[src/rtl/instr_fetch.sv]
// Instruction fetch stage: turns PC writes into instruction-memory reads and presents results to decode.
// Latency: pc_update to instr_valid is 2 cycles minimum (ack in first REQ cycle); faults are presented 1 cycle after pc_update.
// Backpressure: the entry holds while instr_ready is low; PC updates arriving meanwhile collapse into one pending slot.
// Build option: define IFETCH_RANGE_CHECK_EN to fault aligned addresses outside the instruction window (cause 10).
module instr_fetch #(
  parameter logic [31:0] IMEM_BASE   = 32'h0100_0000,
  parameter int unsigned IMEM_WORDS  = 1024,
  parameter int unsigned ACK_TIMEOUT = 15
) (
  input  logic        clk,
  input  logic        rst,
  input  logic [31:0] pc_addr,
  input  logic        pc_update,
  output logic        imem_req,
  output logic [31:0] imem_addr,
  input  logic        imem_ack,
  input  logic [31:0] imem_rdata,
  output logic [31:0] instr,
  output logic [31:0] instr_pc,
  output logic        instr_valid,
  input  logic        instr_ready,
  output logic        fetch_fault,
  output logic [1:0]  fault_cause,
  output logic        busy
);

  localparam int unsigned CW = $clog2(ACK_TIMEOUT + 1);
  localparam logic [31:0] NOP = 32'h0000_0013;
  localparam logic [1:0] CAUSE_NONE     = 2'b00;
  localparam logic [1:0] CAUSE_MISALIGN = 2'b01;
  localparam logic [1:0] CAUSE_RANGE    = 2'b10;
  localparam logic [1:0] CAUSE_TIMEOUT  = 2'b11;

`ifdef IFETCH_RANGE_CHECK_EN
  localparam bit RANGE_EN = 1'b1;
`else
  localparam bit RANGE_EN = 1'b0;
`endif

  // 33-bit bounds so a window ending at the top of the address space cannot wrap
  localparam logic [32:0] WIN_LO = {1'b0, IMEM_BASE};
  localparam logic [32:0] WIN_HI = {1'b0, IMEM_BASE} + 33'(IMEM_WORDS) * 33'd4;

  typedef enum logic [1:0] {IDLE, REQ, HOLD} state_t;

  state_t        state;
  logic          pend_vld;
  logic [31:0]   pend_addr;
  logic [CW-1:0] cnt;

  logic          launch;
  logic [31:0]   launch_addr;
  logic [1:0]    launch_cause;
  logic [32:0]   launch_ext;
  logic          in_window;

  // pick the address to start on this edge: a fresh PC in IDLE wins over a leftover pending one
  always_comb begin
    launch      = 1'b0;
    launch_addr = pc_addr;
    case (state)
      IDLE: begin
        if (pc_update) begin
          launch      = 1'b1;
          launch_addr = pc_addr;
        end else if (pend_vld) begin
          launch      = 1'b1;
          launch_addr = pend_addr;
        end
      end
      HOLD: begin
        if (instr_ready && pend_vld) begin
          launch      = 1'b1;
          launch_addr = pend_addr;
        end
      end
      default: ;
    endcase
  end

  // classify the launch address; misalignment outranks the window check
  always_comb begin
    launch_ext   = {1'b0, launch_addr};
    in_window    = (launch_ext >= WIN_LO) && (launch_ext < WIN_HI);
    launch_cause = CAUSE_NONE;
    if (launch_addr[1:0] != 2'b00) begin
      launch_cause = CAUSE_MISALIGN;
    end else if (RANGE_EN && !in_window) begin
      launch_cause = CAUSE_RANGE;
    end
  end

  // fetch FSM with registered outputs and the one-entry pending slot
  always_ff @(posedge clk) begin
    if (!rst) begin
      state       <= IDLE;
      imem_req    <= 1'b0;
      imem_addr   <= 32'h0;
      instr       <= NOP;
      instr_pc    <= 32'h0;
      instr_valid <= 1'b0;
      fetch_fault <= 1'b0;
      fault_cause <= CAUSE_NONE;
      busy        <= 1'b0;
      pend_vld    <= 1'b0;
      pend_addr   <= 32'h0;
      cnt         <= '0;
    end else begin
      // IDLE always consumes the slot; elsewhere a new PC overwrites it, a handshake consumes it
      if (state == IDLE) begin
        pend_vld <= 1'b0;
      end else if (pc_update) begin
        pend_vld  <= 1'b1;
        pend_addr <= pc_addr;
      end else if (state == HOLD && instr_ready) begin
        pend_vld <= 1'b0;
      end

      if (launch) begin
        busy     <= 1'b1;
        instr_pc <= launch_addr;
        if (launch_cause != CAUSE_NONE) begin
          state       <= HOLD;
          imem_req    <= 1'b0;
          instr       <= NOP;
          instr_valid <= 1'b1;
          fetch_fault <= 1'b1;
          fault_cause <= launch_cause;
        end else begin
          state       <= REQ;
          imem_req    <= 1'b1;
          imem_addr   <= launch_addr;
          cnt         <= '0;
          instr_valid <= 1'b0;
          fetch_fault <= 1'b0;
          fault_cause <= CAUSE_NONE;
        end
      end else begin
        case (state)
          REQ: begin
            if (imem_ack) begin
              state       <= HOLD;
              imem_req    <= 1'b0;
              instr       <= imem_rdata;
              instr_valid <= 1'b1;
              fetch_fault <= 1'b0;
              fault_cause <= CAUSE_NONE;
            end else if (cnt == CW'(ACK_TIMEOUT - 1)) begin
              state       <= HOLD;
              imem_req    <= 1'b0;
              instr       <= NOP;
              instr_valid <= 1'b1;
              fetch_fault <= 1'b1;
              fault_cause <= CAUSE_TIMEOUT;
            end else begin
              cnt <= cnt + CW'(1);
            end
          end
          HOLD: begin
            if (instr_ready) begin
              state       <= IDLE;
              instr_valid <= 1'b0;
              fetch_fault <= 1'b0;
              fault_cause <= CAUSE_NONE;
              busy        <= 1'b0;
            end
          end
          default: ;
        endcase
      end
    end
  end

endmodule
[config.mk]
export PLATFORM = sky130hd
export DESIGN_NAME = instr_fetch
export DESIGN_NICKNAME = d
export VERILOG_FILES = /design/src/rtl/instr_fetch.sv
export SDC_FILE = /design/constraint.sdc
export NUM_CORES = 1
export LEC_CHECK = 0
export ABC_AREA = 1
export BUFFER_PORTS_ARGS = -buffer_cell sky130_fd_sc_hd__clkbuf_2
export CAP_MARGIN = 0
export CELL_PAD_IN_SITES_DETAIL_PLACEMENT = 0
export CELL_PAD_IN_SITES_GLOBAL_PLACEMENT = 1
export CORE_MARGIN = 1
export CORE_UTILIZATION = 39
export CTS_CLUSTER_SIZE = 40
export DETAILED_ROUTE_END_ITERATION = 8
export GPL_TIMING_DRIVEN = 0
export PLACE_DENSITY_LB_ADDON = 0.1
export SKIP_CTS_REPAIR_TIMING = 1
export SLEW_MARGIN = 30
export SYNTH_ARGS = -nofsm -noshare
export SYNTH_HDL_FRONTEND = slang
export SYNTH_SLANG_ARGS = --single-unit
[constraint.sdc]
create_clock -name clk -period 2.49 [get_ports clk]
set_clock_uncertainty 0.15 [all_clocks]
set_input_delay 0.1245 -clock clk [delete_from_list [all_inputs] [get_ports clk]]
set_output_delay 0.1245 -clock clk [all_outputs]
set_load 0.01 [all_outputs]
==> metrics <==
post-synth top area cell=dfxtp_1; Setup crit end kind=flop; CTS root buf=clkbuf_16; crit path max-delay cell type=dfxtp_1; layout cell share with drive strength beyond 1=21.6%; mux cell area share after synthesis=0%; Int Pwr=4960 uW; io pins=171; XOR/XNOR share of the synthesized area=0.290%; Syn. warnings=0; crit-path max cell delay=0.45 ns; Max Cap Violations=0; post-synthesis compound-gate area fraction=18.8%; Slew @ Worst Pin=0.664 ns; Slew HR=55.7%; final hold vios=0; first-pass GRT wire length=27800 um; GRT Resource Usage Total=22.4%; Fmax=478 MHz; Seq pwr share=37.6%; Synth async-reset ratio=0%; residual DRC count=0; Synth Area in Adders=0.414%; routability cong.=0.794; CTS tree=done; Pleak=0.00400 uW; 1st-iter DRT viols=310; number of buffers created by CTS=17; Worst VDD drop=491 uV; startpoint types=flop; Post-Synth Simple-Gate Area=25.1%; Total Nets Final=1182; register area share after synthesis=46.0%; Initial Utilization=39.9%; Post-Syn Area=6050 um2; switching portion of total power=29.0%; drt wl/cell=13.8 um; Hold Crit Class=in -> reg; Clock Power Share=40.8%; synth top area cells=dfxtp_1 (46%), nand2_1 (11%), nor2_1 (9.5%); die width=127 um; register area=2780 um2; power share of the combinational group=21.6%; ANT nets after route=0; most common cell in the netlist=nand2_1; Syn Inst Count=858; Setup-failing EPs final=0; share of Yosys cell area claimed by the top area cell type=46.0%; final wirelength=18100 um; initial antenna violation count=0; ys flop type=dfxtp_1; Buffers & Inverters on Critical Path=2; Std-Cell Rows=45; Pwr per Cell Area=827 nW/um2; RSZ-0062 raised after global routing=false; via count=6153; Total Power=6990 uW; setup ws final=0.398 ns; Sink Count=139; Synth Register Bits=139; detailed-placement wirelength estimate=12800 um; number of iterations in the first detailed-routing pass=4; status=completed; Fill cells=1500; fin crit share=84.0%; CP Max Fanout=10; H-tree Lvls=4; grt total ovfl=0; syn avg cell area=7.05 um2; Post-synth top cells=nand2_1 (177), nor2_1 (153), dfxtp_1 (139), o21ai_0 (84), a21oi_1 (80); syn_nets=929; largest net degree at the start of global routing=17; distinct cell type count of the synthesized netlist=29; Final Critical Period=2.09 ns; Critical Path RT=2.65 ns; core area=15100 um2; Util after Layout=55.8%; Post-synth EDFFs=0; Worst-Skew Late Latency=0.42 ns; Clock transition at path regs=0.06 ns; largest family of logic cells by synthesized area=simple AND/OR/NAND/NOR gates; vias in the first global route=5358; crit-path most repeated cell=nand2_1; NetSw=2020 uW; crit path kind=reg -> reg; clk buf depth=2; diodes inserted=0; final setup TNS=0 ns; fin. max-slew vios=0; Top delay family on crit path=simple AND/OR/NAND/NOR gates; Die Height=127 um; cells along the critical path=inv_2 > nor2_4 > nand2_4 > nand2_4 > nand2_1 > nand2_2 > nand3_2 > nand2_2 > buf_4 > nand2_1 > nand2_1 > nor2_1; pre-CTS setup slack=0.377 ns; Vias per Instance=4.69; area delta synth->final=39.7%; worst endpoint data arrival time=2.26 ns; Total Die Area=16000 um2; Fin Hold WS=0.0414 ns; Buffers on Ports=168; area occupied by multi-input gates=2700 um2
==> cells in the final DEF (no fill, tap or decap), types with 2 or more instances in the layout <==
cell	netlist	layout
clkbuf_2	0	168
nand2_4	5	5
dfxtp_1	139	139
dlygate4sd3_1	0	66
nor2_4	2	2
o21bai_1	14	14
buf_4	3	3
nand2_2	6	6
nor3_1	2	2
nand3_1	24	24
a21oi_1	80	80
inv_2	4	4
o21a_1	12	12
bufinv_16	0	6
nand2_1	177	177
nor2_1	153	153
ha_1	2	2
o211ai_1	14	14
o21ai_0	84	84
inv_1	78	78
clkinv_2	0	5
clkbuf_16	0	17
clkbuf_1	28	29
buf_1	3	3
buf_2	17	17
buf_6	3	3
==> power by group through the flow <==
stage | clock network (uW) | registers [uW] | logic, uW
after CTS | 2900 | 2620 | 1440
final | 2850 | 2620 | 1510
after global routing | 3000 | 2650 | 1700
after detailed placement | 0 | 2670 | 1440
after floorplan | 0 | 2740 | 830
after global placement | 0 | 2660 | 1430
==> state kept, by name (all words and copies together), names as in the netlist <==
register and flops:
pend_vld 1, pend_addr 32, imem_req 1, imem_addr 32, fault_cause 2, instr 32, busy 1, instr_pc 32
cnt 4, state 1, instr_valid 1
==> tightest hold or removal path, cell delays in order <==
cell	delay, ns
clkbuf_1	0.17
nand2_1	0.10
nor2_1	0.04
nor2_1	0.09
nor2_1	0.05
==> stage by stage <==
step,instances,cell area (um2)
floorplan,858,6050
global route,1312,8450
CTS,1246,7790
global placement,1214,7120
detailed placement,1214,7120
finish,1312,8450
==> cell families after synthesis <==
kind of cell | count (synthesis)
AO/OA/AOI/OAI | 205
XOR/XNOR | 2
adder cells (fa/ha/maj) | 2
buffers and inverters | 137
flip-flops | 139
AND/OR/NAND/NOR | 373
==> layout make-up <==
cell class | count | area share (%)
Clock buffer | 19 | 5.24
Timing Repair Buffer | 234 | 17.8
Clock inverter | 13 | 2.62
Inverter | 83 | 3.69
Multi-Input combinational cell | 582 | 31.9
Tap cell | 188 | 2.78
Sequential cell | 139 | 32.9
Buffer | 54 | 3.05
==> layer usage <==
metal | vias up | track usage (%) | wire (um)
met3 | 17 | 4.85 | 969
met4 | 0 | 7.73 | 252
met1 | 2756 | 29.9 | 8610
met2 | 152 | 35.7 | 8220
li1 | 3228 | - | -
met5 | - | 0 | 0
==> final timing paths <==
path                                                  from  slack, ns  depth (start not counted)                          to
worst min register to register  pend_addr[30]$_SDFFE_PN0P_       0.29                          2  pend_addr[30]$_SDFFE_PN0P_
worst max register to register    instr_valid$_SDFFE_PN0P_       0.40                         12      instr[20]$_SDFFE_PN0P_
worst max-delay path              instr_valid$_SDFFE_PN0P_       0.40                         12      instr[20]$_SDFFE_PN0P_
worst min-delay path                              imem_ack       0.04                          5       instr[9]$_SDFFE_PN0P_
(Power assumes the default switching activity.)
